## src/rtl/wb_arbiter.sv

```systemverilog
// wb_arbiter: merges the in-order pipeline result stream with out-of-order
// long-latency FPU results onto the single shared register-file write port.
// FPU results wait in a DEPTH-entry FIFO until the pipe leaves a slot free.
// Pending flags let decode interlock on destinations that are still buffered.
//
// Optional feature: define WB_FPU_BYPASS_EN to let an FPU result skip the
// FIFO when the pipe is idle and the FIFO is empty. It then has 1-cycle
// latency. Without it, every accepted FPU result is pushed into the FIFO.

module wb_arbiter #(
  parameter int DEPTH = 4
) (
  input  logic                       clk,
  input  logic                       rstn,

  // In-order pipeline result (M/W boundary)
  input  logic [4:0]                 pipe_rd,
  input  logic [31:0]                pipe_result,
  input  logic                       pipe_reg_write,
  input  logic                       pipe_fpu_reg_write,

  // Long-latency FPU result
  input  logic                       fpu_valid,
  output logic                       fpu_ready,
  input  logic [4:0]                 fpu_rd,
  input  logic [31:0]                fpu_result,
  input  logic                       fpu_int_dst,

  // Registered write bundle
  output logic [4:0]                 rd_w,
  output logic [31:0]                result_w,
  output logic                       reg_write_w,
  output logic                       fpu_reg_write_w,

  // Decode interlock queries
  input  logic [4:0]                 chk_rs1,
  input  logic [4:0]                 chk_rs2,
  input  logic [4:0]                 chk_rs3,
  output logic                       pend_x_rs1,
  output logic                       pend_x_rs2,
  output logic                       pend_f_rs1,
  output logic                       pend_f_rs2,
  output logic                       pend_f_rs3,
  output logic [$clog2(DEPTH):0]     fifo_count
);

  localparam int AW = $clog2(DEPTH);
  localparam int CW = AW + 1;

  // One buffered FPU result
  typedef struct packed {
    logic [4:0]  rd;
    logic [31:0] data;
    logic        int_dst;
  } entry_t;

  // FIFO state
  entry_t          r_mem [DEPTH];
  logic [AW-1:0]   r_wr_ptr;
  logic [AW-1:0]   r_rd_ptr;
  logic [CW-1:0]   r_count;

  // Output register
  logic [4:0]      r_rd_w;
  logic [31:0]     r_result_w;
  logic            r_reg_write_w;
  logic            r_fpu_reg_write_w;

  // Source selection
  logic            w_pipe_sel;
  logic            w_empty;
  logic            w_full;
  logic            w_pop;
  logic            w_push;
  logic            w_bypass;
  entry_t          w_head;
  entry_t          w_in;

  assign w_empty    = (r_count == '0);
  assign w_full     = (r_count == CW'(DEPTH));
  assign w_pipe_sel = pipe_reg_write | pipe_fpu_reg_write;

  // The pipe always wins; the FIFO head is only popped in a free slot.
  assign w_pop      = !w_pipe_sel && !w_empty;
  assign w_head     = r_mem[r_rd_ptr];
  assign w_in       = '{rd: fpu_rd, data: fpu_result, int_dst: fpu_int_dst};

  // Readiness depends on state only. A pop in the same cycle does not
  // reopen a full FIFO.
  assign fpu_ready  = !w_full;

`ifdef WB_FPU_BYPASS_EN
  // A free slot with nothing buffered lets the FPU result go straight through.
  assign w_bypass   = !w_pipe_sel && w_empty && fpu_valid;
`else
  assign w_bypass   = 1'b0;
`endif

  assign w_push     = fpu_valid && fpu_ready && !w_bypass;

  // FIFO storage write
  // NOTE: data storage is deliberately left out of reset. Only pointers and
  // count are reset, and entries are never read unless count marks them valid.
  always_ff @(posedge clk) begin
    if (w_push) begin
      r_mem[r_wr_ptr] <= w_in;
    end
  end

  // FIFO pointers and occupancy; pointers wrap naturally modulo DEPTH
  // NOTE: sequential state uses non-blocking assignments so every flop
  // samples pre-edge values, independent of statement order.
  always_ff @(posedge clk) begin
    if (!rstn) begin
      r_wr_ptr <= '0;
      r_rd_ptr <= '0;
      r_count  <= '0;
    end else begin
      if (w_push) begin
        r_wr_ptr <= r_wr_ptr + AW'(1);
      end
      if (w_pop) begin
        r_rd_ptr <= r_rd_ptr + AW'(1);
      end
      case ({w_push, w_pop})
        2'b10:   r_count <= r_count + CW'(1);
        2'b01:   r_count <= r_count - CW'(1);
        default: r_count <= r_count;
      endcase
    end
  end

  // Output register: pipe > FIFO head > bypass > idle. Integer x0 writes
  // are suppressed, but address and data still load.
  always_ff @(posedge clk) begin
    if (!rstn) begin
      r_rd_w            <= '0;
      r_result_w        <= '0;
      r_reg_write_w     <= 1'b0;
      r_fpu_reg_write_w <= 1'b0;
    end else if (w_pipe_sel) begin
      r_rd_w            <= pipe_rd;
      r_result_w        <= pipe_result;
      r_reg_write_w     <= pipe_reg_write && (pipe_rd != 5'd0);
      r_fpu_reg_write_w <= pipe_fpu_reg_write;
    end else if (w_pop) begin
      r_rd_w            <= w_head.rd;
      r_result_w        <= w_head.data;
      r_reg_write_w     <= w_head.int_dst && (w_head.rd != 5'd0);
      r_fpu_reg_write_w <= !w_head.int_dst;
    end else if (w_bypass) begin
      r_rd_w            <= fpu_rd;
      r_result_w        <= fpu_result;
      r_reg_write_w     <= fpu_int_dst && (fpu_rd != 5'd0);
      r_fpu_reg_write_w <= !fpu_int_dst;
    end else begin
      r_reg_write_w     <= 1'b0;
      r_fpu_reg_write_w <= 1'b0;
    end
  end

  // Pending-destination scan over valid FIFO entries only
  always_comb begin
    logic [AW-1:0] v_off;
    logic          v_valid;
    // NOTE: every variable gets a default before any conditional update,
    // so no path leaves one unassigned and no latch is inferred.
    v_off      = '0;
    v_valid    = 1'b0;
    pend_x_rs1 = 1'b0;
    pend_x_rs2 = 1'b0;
    pend_f_rs1 = 1'b0;
    pend_f_rs2 = 1'b0;
    pend_f_rs3 = 1'b0;
    for (int i = 0; i < DEPTH; i++) begin
      // An entry is live if it lies within count slots of the read pointer.
      v_off   = AW'(i) - r_rd_ptr;
      v_valid = ({1'b0, v_off} < r_count);
      if (v_valid) begin
        if (r_mem[i].int_dst) begin
          if (chk_rs1 != 5'd0 && r_mem[i].rd == chk_rs1) pend_x_rs1 = 1'b1;
          if (chk_rs2 != 5'd0 && r_mem[i].rd == chk_rs2) pend_x_rs2 = 1'b1;
        end else begin
          if (r_mem[i].rd == chk_rs1) pend_f_rs1 = 1'b1;
          if (r_mem[i].rd == chk_rs2) pend_f_rs2 = 1'b1;
          if (r_mem[i].rd == chk_rs3) pend_f_rs3 = 1'b1;
        end
      end
    end
  end

  assign rd_w            = r_rd_w;
  assign result_w        = r_result_w;
  assign reg_write_w     = r_reg_write_w;
  assign fpu_reg_write_w = r_fpu_reg_write_w;
  assign fifo_count      = r_count;

endmodule
```

## config.mk

```make
export PLATFORM = sky130hd
export DESIGN_NAME = wb_arbiter
export DESIGN_NICKNAME = d
export VERILOG_FILES = /design/src/rtl/wb_arbiter.sv
export SDC_FILE = /design/constraint.sdc
export NUM_CORES = 1
export LEC_CHECK = 0
export ABC_AREA = 1
export CELL_PAD_IN_SITES_DETAIL_PLACEMENT = 1
export CELL_PAD_IN_SITES_GLOBAL_PLACEMENT = 1
export CORE_ASPECT_RATIO = 1.1
export CORE_MARGIN = 2
export CORE_UTILIZATION = 42
export CTS_CLUSTER_SIZE = 40
export DETAILED_ROUTE_END_ITERATION = 10
export PLACE_DENSITY_LB_ADDON = 0.1
export SYNTH_ARGS = -nofsm -noshare
export SYNTH_HDL_FRONTEND = slang
export SYNTH_SLANG_ARGS = --single-unit
```

## constraint.sdc

```tcl
create_clock -name clk -period 3.8 [get_ports clk]
set_input_delay 1.14 -clock clk [delete_from_list [all_inputs] [get_ports clk]]
set_output_delay 1.14 -clock clk [all_outputs]
set_load 0.03 [all_outputs]
```

# Word level (Yosys, flattened, before mapping)
# Memories as Yosys holds them, arrays and structs flattened. A register that Yosys moved wholly into a read port is not among the register bits.
# Index checks and enable logic that the tools add are counted.
[totals]
ff_bits = 46
mem_bits_rw = 152
inputBits = 95
memories = 1
[op_classes]
add_sub_neg = 8
order_cmp = 4
eq_ne = 15
muxes = 73
bitwise_logic = 1
n_reduce_logical = 23
[memory_table]
columns = ["name", "depth", "width", "rd", "rd_ports_with_merged_regs", "wr", "line_no", "text"]
rows = [
  ["r_mem", 4, 38, 5, 1, 1, "58", "entry_t r_mem [DEPTH];"],
]
[op_table]
columns = ["op", "n"]
rows = [
  ["$mux 1", 66],
  ["$mux 32", 2],
  ["$eq 5x5->1", 12],
  ["$reduce_bool 5->1", 4],
  ["$logic_and 1x1->1", 12],
  ["$lt 2x3->1", 4],
  ["$mux 5", 2],
  ["$pmux 3 s2", 1],
  ["$add 2x1->2 const B", 2],
  ["$logic_not 1->1", 4],
  ["$mux 2", 2],
  ["$reduce_bool 2->1", 2],
  ["$sub 1x2->2 const A", 2],
  ["$sub 2x2->2 const A", 2],
  ["$add 3x1->3 const B", 1],
  ["$eq 3x3->1 const B", 1],
  ["$logic_not 3->1", 1],
  ["$sub 3x1->3 const B", 1],
  ["$eq 2x1->1 const B", 1],
  ["$eq 2x2->1 const B", 1],
  ["$or 1x1->1", 1],
]

# Logic depth before layout (Yosys ltp)
# Gate-level depths: netlist (run 1).
# An unclocked memory read counts as a cell.
[depth]
ltp_word = 15
depth_mapped = 11
mapped_depth_nobuf = 11

# Worst setup path before layout (run 1)
# No wires, ideal clock.
[synth_path]
path_kind = "input-to-reg"
from = "input port fpu_valid"
to = "memory r_mem[0][0] (netlist name), enable pin"
arrival_ns = 2.928
t_required_ns = 3.367
setup_slack_ns = 0.439
cell_stages = 2
path_buffers = 0
path_cell_list = "nand2_1 -> nor2_1"
[synth_between]
elab_chain_cells = 3
[synth_rtl]
columns = ["element", "line_no", "text"]
rows = [
  ["start: declaration", "23", "input logic fpu_valid,"],
  ["$logic_and 1x1->1", "99", "assign w_push = fpu_valid && fpu_ready && !w_bypass;"],
  ["$mux 1", "105", "if (w_push) begin"],
  ["$mux 1 (implied by the code)", "106", "r_mem[r_wr_ptr] <= w_in;"],
  ["end: declaration", "58", ""],
]
# No other way between the ends.

# Final worst setup path (run 1)
[layout_path]
from = "input port chk_rs3[2]"
to = "output port pend_f_rs3"
[layout_between]
elab_chain_cells = 13
word_cells_on_any_way = 16
classes_between = "4 x eq/ne; 12 x mux"
[layout_rtl]
columns = ["element", "line_no", "text"]
rows = [
  ["start: declaration", "38", "input logic [4:0] chk_rs3,"],
  ["$eq 5x5->1", "186", "if (r_mem[i].rd == chk_rs3) pend_f_rs3 = 1'b1;"],
  ["$mux 1", "186", ""],
  ["$mux 1", "180", "if (r_mem[i].int_dst) begin"],
  ["$mux 1", "179", "if (v_valid) begin"],
  ["$mux 1", "186", ""],
  ["$mux 1", "180", ""],
  ["$mux 1", "179", ""],
  ["$mux 1", "186", ""],
  ["$mux 1", "180", ""],
  ["$mux 1", "179", ""],
  ["$mux 1", "186", ""],
  ["$mux 1", "180", ""],
  ["$mux 1 *", "179", ""],
  ["end: declaration", "43", "output logic pend_f_rs3,"],
]
# Mark *: on every way between the ends. The rest lies on a longest branch, timed or not.

==> results.yml, run 1 <==
sta:
  min_period_ns: 3.703
  rsz0062_at_grt: "no"
  fin_tns_setup_ns: 0
  finalHoldViolCount: 0
  clock_skew_ns: 0.01520
  worst_pin_slew_ns: 0.9968
  period_share_pct: 97.46
  setup_violations: 0
  slew_violations: 0
  relSlewSlack_pct: 33.54
  fmax_mhz: 270.0
power:
  peakVddDrop_mv: 0.3626
  p_per_area_mw_per_mm2: 479.5
  power_mw: 5.349
  leakage_nw: 4.204
worst_setup_path:
  worstSetupPathType: "in2out"
  path_max_fanout: 5
  crit_path_end_kind: "output pin"
  worstPathRequired_ns: 2.66
  cpMaxStageDelayCell: "clkdlybuf4s50_1"
  startpoint_type: "input pin"
  slowest_delay_ns: 0.60
  worstPathArrival_ns: 2.56
  reg2reg_setup_slack_ns: 1.63
  crit_chain: "clkdlybuf4s50_1 > inv_1 > nand2_1 > nand4_1 > nor2_1 > nand4_1 > nand4_1 > buf_4"
  timing.critical_path.mode_cell: "nand4_1"
synthesis:
  synth_seq_cells: 200
  synth_cell_type_count: 29
  synthCells: 878
  yosysTopAreaCell: "edfxtp_1"
  ys_seq_area_share_pct: 62.15
  syn_area_per_cell_sq_um: 10.13
  netlist_area_sq_mm: 0.008890
  ys_warn_count: 0
  synth.top_cell.area_share_pct: 51.34
  synthTopCellsByArea: "edfxtp_1 51%, dfxtp_1 11%, nand2_1 7.8%"
  syn_nets: 983
grt:
  first_global_vias: 7069
  track_usage_pct: 23.16
  grt_pass1_wl_mm: 39.07
  grt_max_degree: 77
  antenna_found_initial: 0
  overflow: 0
clocking:
  cts_setup_buffers: 0
  clkSinkCount: 200
  htree_levels: 4
  cts_made_buffers: 17
  clock_latency_ns: 0.45
  cts_root_buffer: "clkbuf_16"
  clk_path_buf_depth: 2
  cts.reportedPaths.clkPinSlew_ns: 0.07
  cts_tree: "built"
drt:
  wl_per_cell_microns: 19.65
  via_per_inst: 5.441
  ant_nets: 0
  drc: 0
  wirelength_mm: 25.11
  drt_pre_antenna_iters: 4
  vias: 6954
  drtIter0Drc: 343
placement:
  hpwl_mm: 16.39
  port_buffers: 142
  place.gp.congestion: 0.9295
layout:
  diodes: 0
  syn_to_final_growth_pct: 25.49
  drive_gt1_share_pct: 6.849
  nets: 1114
  mostFrequentLayoutCells: "184 x nand2_1, 152 x edfxtp_1, 126 x clkdlybuf4s50_1, 98 x nor2_1, 90 x o21ai_0"
  final_common_cell: "nand2_1"
run:
  maxCapViolations: 0
floorplan:
  ioPinCount: 143
  fp-row-count: 55
  dieArea_sq_mm: 0.02235
  die_h_microns: 156.6
  placeableCoreArea_sq_mm: 0.02064
  chipWidth_microns: 142.7
  initial_utilization_pct: 43.06
hold_path:
  min_path_type: "reg2reg"
run_status:
  status: "complete, no violations"
-- registers in the layout, summed over array words and instances (netlist names), named ones only --
signal and cells:
r_rd_ptr 2, r_mem 152, rd_w 5, reg_write_w 1, r_wr_ptr 2, fifo_count 3
fpu_reg_write_w 1, result_w 32
-- critical path, delay by kind of cell --
| kind | cells | cell delay, ns |
|---|---|---|
| buffers and inverters | 3 | 0.87 |
| AND/OR/NAND/NOR | 5 | 0.54 |
-- power breakdown --
group,internal (mW),switching [mW]
logic,0.366,0.600
registers,2.50,0.0739
clock network,0.941,0.870
-- kinds of logic after synthesis --
group | Yosys count | synth area share [%]
xor gates and xnor gates | 39 | 3.842
and+or+nand+nor | 337 | 15.27
AOI/OAI and AO/OA | 193 | 11.99
buffers and inverters | 99 | 5.250
DFF | 200 | 62.15
adders and majority gates | 10 | 1.492
-- final timing paths --
path | from | to | cells past startpoint
worst min register to register | r_rd_ptr[0] | flop | 1
worst min-delay path | r_rd_ptr[0] | flop | 1
worst max-delay path | chk_rs3[2] | pend_f_rs3 | 8
worst max register to register | flop | result_w[19] | 6
-- per-layer routing --
layer  GRT usage, %  wire (microns)  vias up
li1               -               -     3308
met1          29.86           11090     3432
met2          39.19           12420      182
met3          4.957            1185       32
met4          7.166             412        0
met5              0               0        -
-- cell usage after synthesis, drive strengths merged --
master  instances
xor2           11
fa              1
edfxtp        152
buf            34
a21oi          15
nand4           8
nor2          104
o21ai         103
inv            51
xnor2          28
o21bai          1
dfxtp          48
o22ai          35
nand3          35
ha              9
o31ai           1
nand2         184
nor3            5
a31oi          38
clkbuf         14
or2             1
-- timing repair --
| item | in CTS | in global routing |
|---|---|---|
| hold buffers | 0 | 0 |
| hold endpoints to repair | 0 | 0 |
| setup endpoints to repair | 0 | 5 |
| resized for setup | 0 | 11 |
-- stage by stage --
step                      cell area (sq um)  hold slack (ns)  setup WS [ns]  cells  utilization, %
after floorplan                        8890           0.4800         0.4386    878               -
final                                 11160           0.5297        0.09667   1278           54.04
after detailed placement              10540           0.5192        0.03277   1246           51.05
after global routing                  11160           0.5741        0.04764   1278           54.04
after global placement                10540           0.5106        0.06246   1246           51.05
after CTS                             11130           0.5319        0.02691   1278           53.90
-- final cells by class --
type | count | area, sq um
inverter | 51 | 191.4
tap | 256 | 320.3
clock buffer | 19 | 432.9
clock inverter | 13 | 155.1
fill | 2255 | 9489
multi-input combinational | 579 | 2933
sequential | 200 | 5527
timing repair buffer | 160 | 1597
Note: power is estimated with default switching activity, not from simulation.
==> run 2: changes to the inputs <==
--- a/config.mk
+++ b/config.mk
@@ -6,11 +6,12 @@
 export NUM_CORES = 1
 export LEC_CHECK = 0
 export ABC_AREA = 1
+export CAP_MARGIN = 20
 export CELL_PAD_IN_SITES_DETAIL_PLACEMENT = 1
 export CELL_PAD_IN_SITES_GLOBAL_PLACEMENT = 1
 export CORE_ASPECT_RATIO = 1.1
 export CORE_MARGIN = 2
-export CORE_UTILIZATION = 42
+export CORE_UTILIZATION = 40
 export CTS_CLUSTER_SIZE = 40
 export DETAILED_ROUTE_END_ITERATION = 10
 export PLACE_DENSITY_LB_ADDON = 0.1
==> results.yml, run 2 (synthesis gave the netlist of run 1 again) <==
run_status:
  status: "complete, no violations"
layout:
  syn_to_final_growth_pct: 26.21
  fillers: 2488
  mostFrequentLayoutCells: "184 x nand2_1, 152 x edfxtp_1, 124 x clkdlybuf4s50_1, 98 x nor2_1, 90 x o21ai_0"
  design_area_sq_mm: 0.01122
  final_common_cell: "nand2_1"
  nets: 1115
  regMostFlops: "r_mem"
  diodes: 0
  largest_reg_flops: 152
  finish.utilization_pct: 51.08
  drive_gt1_share_pct: 7.038
grt:
  track_usage_pct: 21.88
  grt_pass1_wl_mm: 39.48
  antenna_found_initial: 0
  overflow: 0
  first_global_vias: 7213
  grt_max_degree: 77
clocking:
  cts_hold_buf: 0
  cts_tree: "built"
  clock_latency_ns: 0.45
  clk_path_buf_depth: 2
  cts_setup_buffers: 0
  cts_made_buffers: 17
  htree_levels: 4
  clkSinkCount: 200
  cts_root_buffer: "clkbuf_16"
  cts.reportedPaths.clkPinSlew_ns: 0.07
sta:
  setup_violations: 0
  fmax_mhz: 276.1
  min_period_ns: 3.622
  finalHoldViolCount: 0
  hold-worst-slack_ns: 0.5278
  worst_pin_slew_ns: 0.8059
  relSlewSlack_pct: 46.28
  setup_ws_ns: 0.1781
  slew_violations: 0
  period_share_pct: 95.31
  rsz0062_at_grt: "no"
  clock_skew_ns: 0.01621
floorplan:
  initial_utilization_pct: 40.47
  ioPinCount: 143
  die_h_microns: 160.4
  chipWidth_microns: 146.1
  fp-row-count: 57
  dieArea_sq_mm: 0.02343
  placeableCoreArea_sq_mm: 0.02197
power:
  leakage_nw: 4.214
  power_switching_mw: 1.532
  p_sw_share_pct: 28.73
  p_per_area_mw_per_mm2: 475.2
  intPower_mw: 3.800
  p_comb_share_pct: 18.0
  clkPwrFrac_pct: 33.7
  peakVddDrop_mv: 0.3639
  power.share.sequential_pct: 48.3
  power_mw: 5.332
drt:
  drtIter0Drc: 348
  ant_nets: 0
  via_per_inst: 5.204
  drc: 0
  wl_per_cell_microns: 18.92
  drt_pre_antenna_iters: 4
  wirelength_mm: 24.93
  vias: 6859
worst_setup_path:
  path_max_fanout: 4
  worstPathArrival_ns: 2.48
  worstSetupPathType: "in2out"
  worstPathRequired_ns: 2.66
  startpoint_type: "input pin"
  reg2reg_depth: 10
  crit_path_end_kind: "output pin"
run:
  maxCapViolations: 0
placement:
  port_buffers: 142
  hpwl_mm: 16.73
  dp_slack_ns: -0.01049
  place_area_sq_mm: 0.01061
  place.gp.congestion: 0.9163
hold_path:
  min_path_cells: 2
  min_path_type: "reg2reg"
==> run 2: changes by cell type in the layout (fill, tap and decap cells not counted), sizes merged <==
cell and delta:
clkinv +2, buf +1, inv -2, clkdlybuf4s50 -2, clkbuf -1, dlygate4sd2 +2, clkinvlp +1
==> run 2: cell type report <==
class	instances	area (sq um)	share of cell area, %
Inverter	51	191.4	1.706
Tap cell	295	369.1	3.290
Timing Repair Buffer	161	1614	14.39
Clock inverter	14	156.4	1.394
Multi-Input combinational cell	579	2933	26.14
Clock buffer	18	429.2	3.825
Sequential cell	200	5527	49.26
==> run 2: stage by stage <==
step                      cells   TNS, ns
after floorplan             878         0
after global placement     1286         0
after detailed placement   1286  -0.01696
after CTS                  1318         0
after global routing       1318         0
final                      1318         0
==> run 2: routing by layer <==
layer	part of all wire, %	GRT usage [%]	up-vias
met2	50	37.67	146
met5	0	0	-
li1	-	-	3315
met4	1.5	6.222	0
met3	4.1	4.659	25
met1	45	28.01	3373
==> run 2: what timing repair did <==
item                                    in CTS  in global routing
endpoints found under the setup margin       2                  5
cloned                                       0                  0
gates resized for setup                      2                 11
==> run 2: worst max-delay path, cell delays in order <==
cell and delay, ns:
clkdlybuf4s50_1 0.54, xor2_1 0.20, nor3_1 0.19, nand3_1 0.10
nand4_1 0.13, buf_4 0.18
==> run 2: power groups by stage <==
| stage | sequential [mW] | combinational, mW | clock (mW) |
|---|---|---|---|
| 2_1_floorplan | 2.71 | 0.468 | 0 |
| 3_3_place_gp | 2.62 | 0.951 | 0 |
| 3_5_place_dp | 2.62 | 0.970 | 0 |
| 4_1_cts | 2.57 | 0.977 | 1.83 |
| 5_1_grt | 2.59 | 1.07 | 1.91 |
| 6_report | 2.57 | 0.962 | 1.80 |
==> run 2: worst paths after layout <==
check | from | end | slack [ns]
min | rd_w[2] | rd_w[2] | 0.53
max reg2reg | fifo_count[0] | fifo_count[2] | 1.78
max | chk_rs3[0] | pend_f_rs3 | 0.18
min reg2reg | rd_w[2] | rd_w[2] | 0.53
